## src/rtl/student_sched_fsm.sv

```systemverilog
// Daily schedule state machine for a student: moves between sleeping,
// eating, commuting, lectures, study and leisure activities based on
// level condition flags, with timed LECTURE/STUDY visits, an awake-time
// limit that forces SLEEP, and a wake-up (day) counter.
module student_sched_fsm #(
  parameter int CNT_W     = 4,
  parameter int DAY_W     = 8,
  parameter int MAX_AWAKE = 64
) (
  input  logic             clk,
  input  logic             rst,
  input  logic             alarm,
  input  logic             bus,
  input  logic             hungry,
  input  logic             lecture,
  input  logic             tired,
  input  logic             homework,
  input  logic             design_work,
  input  logic             brain_no_work,
  input  logic             energy,
  input  logic [CNT_W-1:0] num_lectures,
  input  logic [CNT_W-1:0] num_assignments,
  output logic [3:0]       state_out,
  output logic [CNT_W-1:0] work_count,
  output logic [DAY_W-1:0] day_count,
  output logic             forced_sleep
);

  localparam int AW = (MAX_AWAKE > 1) ? $clog2(MAX_AWAKE) : 1;

  typedef enum logic [3:0] {
    SLEEP       = 4'd0,
    EAT         = 4'd1,
    BUS         = 4'd2,
    LECTURE     = 4'd3,
    TIM_HORTONS = 4'd4,
    STUDY       = 4'd5,
    DESIGN_TEAM = 4'd6,
    NETFLIX     = 4'd7,
    GYM         = 4'd8,
    SOCIALIZE   = 4'd9
  } state_t;

  state_t           state;
  state_t           normal_nxt;
  state_t           state_nxt;
  logic [AW-1:0]    awake;
  logic [CNT_W-1:0] lect_lim;
  logic [CNT_W-1:0] study_lim;
  logic             lect_done;
  logic             study_done;
  logic             timeout;
  logic             force_pulse;
  logic             visit_stay;

  // A zero limit behaves as a single-cycle visit; limits are compared live.
  assign lect_lim   = (num_lectures == '0) ? CNT_W'(1) : num_lectures;
  assign study_lim  = (num_assignments == '0) ? CNT_W'(1) : num_assignments;
  assign lect_done  = (work_count >= (lect_lim - CNT_W'(1)));
  assign study_done = (work_count >= (study_lim - CNT_W'(1)));

  assign state_out = state;

  // Rule-based next state, before the awake-timeout override.
  always_comb begin
    normal_nxt = state;
    case (state)
      SLEEP: begin
        if (alarm && bus)         normal_nxt = BUS;
        else if (alarm && hungry) normal_nxt = EAT;
      end
      EAT:         if (bus) normal_nxt = BUS;
      BUS: begin
        if (lecture)            normal_nxt = LECTURE;
        else if (homework)      normal_nxt = TIM_HORTONS;
        else if (energy)        normal_nxt = GYM;
        else if (brain_no_work) normal_nxt = NETFLIX;
        else                    normal_nxt = SOCIALIZE;
      end
      LECTURE:     if (lect_done) normal_nxt = STUDY;
      TIM_HORTONS: normal_nxt = STUDY;
      STUDY:       if (study_done) normal_nxt = design_work ? DESIGN_TEAM : EAT;
      DESIGN_TEAM: if (hungry && !design_work) normal_nxt = EAT;
      NETFLIX:     if (tired) normal_nxt = SLEEP;
      SOCIALIZE:   if (tired) normal_nxt = SLEEP;
      GYM:         if (tired || !energy) normal_nxt = SLEEP;
      default:     normal_nxt = SLEEP;
    endcase
  end

  // Awake timeout overrides every rule; the pulse only marks a changed outcome.
  always_comb begin
    timeout     = (state != SLEEP) && (awake == AW'(MAX_AWAKE - 1));
    state_nxt   = timeout ? SLEEP : normal_nxt;
    force_pulse = timeout && (normal_nxt != SLEEP);
    visit_stay  = (state_nxt == state) && ((state == LECTURE) || (state == STUDY));
  end

  // State register.
  always_ff @(posedge clk) begin
    if (rst) state <= SLEEP;
    else     state <= state_nxt;
  end

  // Visit, awake and day counters plus the forced-sleep pulse.
  always_ff @(posedge clk) begin
    if (rst) begin
      work_count   <= '0;
      awake        <= '0;
      day_count    <= '0;
      forced_sleep <= 1'b0;
    end else begin
      work_count   <= visit_stay ? (work_count + CNT_W'(1)) : '0;
      awake        <= ((state == SLEEP) || (state_nxt == SLEEP)) ? '0 : (awake + AW'(1));
      day_count    <= ((state == SLEEP) && (state_nxt != SLEEP)) ? (day_count + DAY_W'(1))
                                                                 : day_count;
      forced_sleep <= force_pulse;
    end
  end

endmodule

```

## config.mk

```make
export PLATFORM = sky130hd
export DESIGN_NAME = student_sched_fsm
export DESIGN_NICKNAME = d
export VERILOG_FILES = /design/src/rtl/student_sched_fsm.sv
export SDC_FILE = /design/constraint.sdc
export NUM_CORES = 1
export LEC_CHECK = 0
export CORE_ASPECT_RATIO = 2
export CORE_UTILIZATION = 32
export DETAILED_ROUTE_END_ITERATION = 10
export GPL_TIMING_DRIVEN = 0
export PLACE_DENSITY = 0.56
export SKIP_CTS_REPAIR_TIMING = 1
export SLEW_MARGIN = 10
export SYNTH_ARGS = -nofsm -noshare
export SYNTH_HDL_FRONTEND = slang
export SYNTH_SLANG_ARGS = --single-unit
```

## constraint.sdc

```tcl
create_clock -name clk -period 8.35 [get_ports clk]
set_clock_uncertainty 0.15 [all_clocks]
set_input_delay 2.0875 -clock clk [delete_from_list [all_inputs] [get_ports clk]]
set_output_delay 2.0875 -clock clk [all_outputs]
set_load 0.01 [all_outputs]
```

==> results of run 1 <==
## registers in the layout (all words and copies together), names as in the netlist
| register | flops |
|---|---|
| awake | 6 |
| state_out | 4 |
| day_count | 8 |
| work_count | 4 |
| forced_sleep | 1 |
## report_power, final
| part | total, mW | internal, mW | switching (mW) | leakage (nW) |
|---|---|---|---|---|
| sequential | 0.121 | 0.115 | 0.00595 | 0.186 |
| combinational | 0.105 | 0.0511 | 0.0541 | 0.552 |
| clock | 0.0698 | 0.0333 | 0.0365 | 0.0255 |
| total | 0.296 | 0.200 | 0.0966 | 0.763 |
## layer usage
metal  part of all wire [%]  wire length, um
met4                   0.60               25
met1                     38             1560
met2                     61             2520
met5                      0                0
met3                    1.3               56
## per-stage QoR
stage | power [mW] | hold WS, ns | area, um^2 | util [%]
2_1_floorplan | 0.195 | 0.292 | 1650 | -
4_1_cts | 0.301 | 0.335 | 2120 | 43.2
6_report | 0.296 | 0.337 | 2120 | 43.2
5_1_grt | 0.316 | 0.377 | 2120 | 43.2
3_3_place_gp | 0.229 | 0.319 | 2070 | 42.3
3_5_place_dp | 0.230 | 0.316 | 2070 | 42.3
## final timing paths
kind,start,end,slack (ns),depth (start not counted)
max reg2reg,work_count[1],work_count[3],6.02,7
min,awake[0],awake[0],0.34,1
min reg2reg,awake[0],awake[0],0.34,1
max,num_lectures[0],work_count[3],3.59,11
## kinds of logic after synthesis
logic type                 Yosys count
buffers and inverters               13
and+or+nand+nor                     85
xor gates and xnor gates             6
muxes                                8
adders and majority gates            9
DFF                                 23
AOI/OAI and AO/OA                   44
## worst reg2reg max path: stages, from the launching register on
cell and delay [ns]:
dfxtp_1 0.38, ha_1 0.23, nor4_1 0.29, o31ai_1 0.14, a311o_1 0.34, a311oi_1 0.26, o21ai_1 0.18, nor4_1 0.28
## area by class of cell
class	count	area, um^2	area share (%)
Multi-Input combinational cell	152	1110	52.4
Sequential cell	23	460	21.7
Timing Repair Buffer	35	350	16.5
Tap cell	57	71.3	3.36
Buffer	10	68.8	3.24
Clock buffer	3	41.3	1.95
Inverter	3	11.3	0.531
Clock inverter	1	5.00	0.236
## Yosys cell counts (all sizes together) (3+ instances only)
library cell / n / area, um^2
a21oi: 15 / 75.1
buf: 8 / 61.3
dfxtp: 23 / 460
ha: 9 / 113
inv: 3 / 11.3
mux2: 7 / 78.8
nand2: 9 / 36.3
nand2b: 6 / 37.5
nand3: 6 / 30.0
nor2: 18 / 67.6
nor2b: 10 / 62.6
nor3: 6 / 30.0
nor4: 11 / 121
nor4b: 3 / 41.3
o21ai: 7 / 35.0
or2: 3 / 18.8
xnor2: 3 / 26.3
xor2: 3 / 26.3
==> metrics.yaml, run 1 <==
synth_compound_area_share_pct: 18.5
crit_path_top_delay_cell: "clkdlybuf4s50_1"
finalHoldViolCount: 0
syn-instance-count: 188
finalWeightedCongestion: 0.750
timing.setup.tns_ns: 0
place.detailed.hpwl_um: 3320
critical_path_class: "primary input to flip-flop"
max_clock_freq_mhz: 210
synth_simple_gate_area_share_pct: 33.5
timing.critical_path.to_type: "flip-flop"
synthArstFlopShare_pct: 0
initial_core_util_pct: 33.7
portBuffers: 35
syn_area_per_cell_um2: 8.79
cts_inserted_buffers: 3
critical_path.top_delay_family: "simple AND/OR/NAND/NOR gates"
worst_setup_hold_path_clk_slew_ns: 0.08
top_usage_layer: "met2"
wire_length_of_the_first_global_routing_pass_um: 7110
vias: 1549
clock_path_buffers: 2
syn-cell-area_um2: 1650
synth-edff-count: 0
placedCellCount: 280
final_non_filler_cells: 284
design.portCount: 36
syn_nets: 216
status: "complete, no violations"
first_iteration_detailed_routing_drc_count: 24
sequential_element_share_of_the_synthesized_area_pct: 27.9
worstSkewPairLatency_ns: 0.26
setup_viol: 0
num-nets-final: 256
cts_tree: "yes"
detail_route.vias_per_cell: 5.45
overall_track_demand_over_capacity_in_global_routing_pct: 16.6
synth_cell_type_count: 56
grt_setup_unrepaired: "false"
synth_xor_xnor_area_share_pct: 3.18
synth_fa_ha_area_share_pct: 6.81
timing_worst_slew_pin_value_ns: 0.533
worst_ep_required_time_ns: 8.37
post-route-period-util_pct: 56.9
dr.pass1.iters: 4
pwr_density_cell_nw_per_um2: 140
p_r_area_growth_vs_syn_pct: 28.3
clock-sinks: 23
critPathMaxFanout: 4
drtAntennaViolNets: 0
design.core.area_um2: 4910
critical_path_cell_by_cell: "clkdlybuf4s50_1, or2_2, nor3b_1, a21oi_1, ha_1, nor4_1, o31ai_1, a311o_1, a311oi_1, o21ai_1, nor4_1"
drc: 0
global_route.overflow_total: 0
synth_top_flop_cell: "dfxtp_1"
maxCapViolCount: 0
cp_data_arrival_time_ns: 4.77
number_of_antenna_repair_diodes: 0
postLayoutSetupSlackWorst_ns: 3.59
type_of_origin_of_the_critical_path: "primary input"
slew_violations: 0
worst_min_delay_path_category: "flip-flop to flip-flop"
crit_path_frequent_cell: "nor4_1"
post-place-ws_ns: 3.29
layout.filler_cells: 507
placementRows: 36
via_count_of_the_first_global_routing_pass: 1553
ys_warn_count: 0
layout_cell_share_with_drive_strength_beyond_1_pct: 16.7
worst_slew_margin_relative_to_its_limit_pct: 64.5
dominant_combinational_cell_family_by_area_after_synthesis: "simple AND/OR/NAND/NOR gates"
root_buffer: "clkbuf_8"
critical_path_buf_inv_count: 1
number_of_antenna_violations_at_the_first_check_in_global_routing: 0
grt_max_degree: 14
post_synth_mux_area_share_pct: 5.37
drt-wirelength-per-cell_um: 14.7
finalWorstPathRequiredPeriod_ns: 4.76
htree_levels: 1
die_w_um: 52.8
leakagePower_nw: 0.763
die_area_um2: 5470
route.final.wire_length_um: 4160
grt.met2_usage_pct: 32.9
mostFrequentLayoutCell: "clkdlybuf4s50_1"
synth_seq_cells: 23
most-common-layout-cells: "clkdlybuf4s50_1 (35), dfxtp_1 (23), nor2_1 (18)"
met3_usage_pct: 1.32
grt.met1_usage_pct: 17.7
cp_max_stage_delay_ns: 0.43
dieHeight_um: 104
peakVddDrop_uv: 91.3
No activity file was read; power rests on OpenSTA's default activity.
==> run 2: changes to the inputs <==
Clock period 8.35 ns to 4.4 ns, I/O delays scaled along.
==> results of run 2 <==
Same layout as run 1 (identical final DEF). Status: complete, no violations.
Main changes from that run: setup slack after placement 3.29 ns -> 0.329 ns; setup slack after layout 3.59 ns -> 0.632 ns; register-to-register setup slack 6.02 ns -> 2.07 ns; total power 0.296 mW -> 0.562 mW; worst IR drop on VDD 91.3 uV -> 173 uV
==> run 3: changes to the inputs <==
Settings changed: CTS_CLUSTER_SIZE set to 20, DONT_BUFFER_PORTS set to 1, PLACE_DENSITY 0.56 to 0.47.
==> run 3 against run 2 <==
  * Non-clock buffer count is 35 lower
  * Core utilization fell by 7.1 points
  * Die area unchanged
  * Wire length down 0.46%
  * Critical path depth shrank 1
  * Clock power about the same
  * Worst setup slack improved by 0.35 ns
  * Global-route usage down 0.38 points
  * Count of clock-buffer cells in the layout unchanged
==> metrics.yaml, run 3 (synthesis results as in run 1) <==
post-place-ws_ns: 0.727  # was 0.329 ns
timing.hold.worst_endpoint: "awake[0]"  # unchanged
setup_viol: 0  # unchanged
wire_length_of_the_first_global_routing_pass_um: 6870  # was 7110 um
type_of_origin_of_the_critical_path: "primary input"  # unchanged
r2r_end: "day_count[0]"  # was work_count[3]
num-nets-final: 221  # was 256
most-common-layout-cells: "dfxtp_1 (23), nor2_1 (18), a21oi_1 (15)"  # was clkdlybuf4s50_1 (35), dfxtp_1 (23), nor2_1 (18)
htree_levels: 1  # unchanged
initial_core_util_pct: 33.7  # unchanged
route.final.wire_length_um: 4140  # was 4160 um
biggestRegsByFlops: "day_count (8), awake (6)"  # unchanged
timing_worst_slew_pin_value_ns: 0.507  # was 0.533 ns
status: "complete, no violations"  # unchanged
clock_path_buffers: 2  # unchanged
grt_max_degree: 14  # unchanged
layout.filler_cells: 526  # was 507
grt_setup_unrepaired: "false"  # unchanged
root_buffer: "clkbuf_8"  # unchanged
portBuffers: 0  # was 35
cts_tree: "yes"  # unchanged
worstSkewPairLatency_ns: 0.27  # was 0.26 ns
timing.setup.tns_ns: 0  # unchanged
finalWorstPathRequiredPeriod_ns: 3.41  # was 3.77 ns
drt-wirelength-per-cell_um: 16.6  # was 14.7 um
leakagePower_nw: 0.635  # was 0.763 nW
p_r_area_growth_vs_syn_pct: 7.12  # was 28.3%
worst_ep_required_time_ns: 4.42  # about the same
crit_path_top_delay_cell: "a311o_1"  # was clkdlybuf4s50_1
global_route.overflow_total: 0  # unchanged
post-route-period-util_pct: 77.6  # was 85.6%
worst_setup_hold_path_clk_slew_ns: 0.09  # was 0.08 ns
dieHeight_um: 104  # unchanged
r2r_slack_ns: 1.96  # was 2.07 ns
design.portCount: 36  # unchanged
finalWeightedCongestion: 0.810  # was 0.750
min_path_cells: 1  # unchanged
layout_cell_share_with_drive_strength_beyond_1_pct: 19.8  # was 16.7%
clock-sinks: 23  # unchanged
r2r.worst_path.cells: 8  # was 7
cts_inserted_buffers: 3  # unchanged
peakVddDrop_uv: 145  # was 173 uV
slew_violations: 0  # unchanged
mostFrequentLayoutCell: "dfxtp_1"  # was clkdlybuf4s50_1
launch_point_of_the_worst_reg_to_reg_path: "state_out[1]"  # was work_count[1]
critical_path_class: "primary input to flip-flop"  # unchanged
number_of_antenna_repair_diodes: 0  # unchanged
place.detailed.hpwl_um: 3330  # was 3320 um
overall_track_demand_over_capacity_in_global_routing_pct: 16.2  # was 16.6%
cp_max_stage_delay_ns: 0.33  # was 0.43 ns
cp_data_arrival_time_ns: 3.43  # was 3.78 ns
max_clock_freq_mhz: 293  # was 265 MHz
maxCapViolCount: 0  # unchanged
worst_hold_slack_ns: 0.338  # was 0.337 ns
pwr_density_cell_nw_per_um2: 300  # was 265 nW/um^2
postLayoutSetupSlackWorst_ns: 0.985  # was 0.632 ns
critical_path_cell_by_cell: "or2_2, nor3b_1, a21oi_1, ha_1, nor4_1, o31ai_1, a311o_1, a311oi_1, o21ai_1, nor4b_1"  # was clkdlybuf4s50_1, or2_2, nor3b_1, a21oi_1, ha_1, nor4_1, o31ai_1, a311o_1, a311oi_1, o21ai_1, nor4_1
first_iteration_detailed_routing_drc_count: 43  # was 24
vias: 1443  # was 1549
detail_route.vias_per_cell: 5.80  # was 5.45
timing.critical_path.to_type: "flip-flop"  # unchanged
number_of_antenna_violations_at_the_first_check_in_global_routing: 0  # unchanged
design.core.area_um2: 4910  # unchanged
die_area_um2: 5470  # unchanged
finalHoldViolCount: 0  # unchanged
dr.pass1.iters: 4  # unchanged
die_w_um: 52.8  # unchanged
placementRows: 36  # unchanged
drtAntennaViolNets: 0  # unchanged
critPathMaxFanout: 4  # unchanged
worst_slew_margin_relative_to_its_limit_pct: 66.2  # was 64.5%
via_count_of_the_first_global_routing_pass: 1550  # was 1553
drc: 0  # unchanged
largest_register_ffs: 8  # unchanged
worst_min_delay_path_category: "flip-flop to flip-flop"  # unchanged
register_name_with_the_most_flops: "day_count"  # unchanged
min-delay-start: "awake[0]"  # unchanged
run 3: cell types whose count changed in the layout (fill, tap and decap cells not counted), sizes merged:
cell	delta
clkdlybuf4s50	-35
run 3: worst max-delay path, delay by kind of cell:
family / cells / cell delay, ns
and+or+nand+nor: 4 / 1.11
AOI/OAI and AO/OA: 5 / 1.03
adders and majority gates: 1 / 0.20
run 3: layout make-up:
class / instances / area, um^2 / share of cell area (%)
buffer: 10 / 68.8 / 3.89
clock buffer: 3 / 41.3 / 2.33
clock inverter: 1 / 5.00 / 0.283
inverter: 3 / 11.3 / 0.636
multi-input combinational: 152 / 1110 / 62.8
sequential: 23 / 460 / 26.0
tap: 57 / 71.3 / 4.03
run 3: worst max path at each step:
stage | start | to | slack (ns) | cells after the start
floorplan | num_lectures[0] | work_count[1] | 1.08 | 10
CTS | num_lectures[0] | work_count[1] | 1.01 | 10
global route | num_lectures[0] | work_count[1] | 0.91 | 10
detailed placement | num_lectures[0] | work_count[1] | 0.73 | 10
finish | num_lectures[0] | work_count[1] | 0.99 | 10
global placement | num_lectures[0] | work_count[1] | 0.91 | 10
run 3: per-layer routing:
layer / wire length (um) / share of wire (%) / global-route usage [%] / up-vias
li1: - / - / - / 707
met1: 1530 / 37 / 15.9 / 685
met2: 2360 / 57 / 30.9 / 40
met3: 146 / 3.5 / 2.35 / 11
met4: 106 / 2.6 / 6.95 / 0
met5: 0 / 0 / 0 / -
run 3: through the flow:
| stage | util (%) | total power, mW | instance area, um^2 | std cells |
|---|---|---|---|---|
| after global placement | 35.1 | 0.396 | 1720 | 245 |
| after global routing | 36.1 | 0.560 | 1770 | 249 |
| after CTS | 36.1 | 0.533 | 1770 | 249 |
| final | 36.1 | 0.530 | 1770 | 249 |
| after detailed placement | 35.1 | 0.401 | 1720 | 245 |
| after floorplan | - | 0.369 | 1650 | 188 |
run 3: where the power goes:
group,leakage [nW],internal [mW],switching (mW),total (mW)
logic,0.423,0.0688,0.0921,0.161
clock network,0.0255,0.0633,0.0709,0.134
registers,0.186,0.219,0.0165,0.235
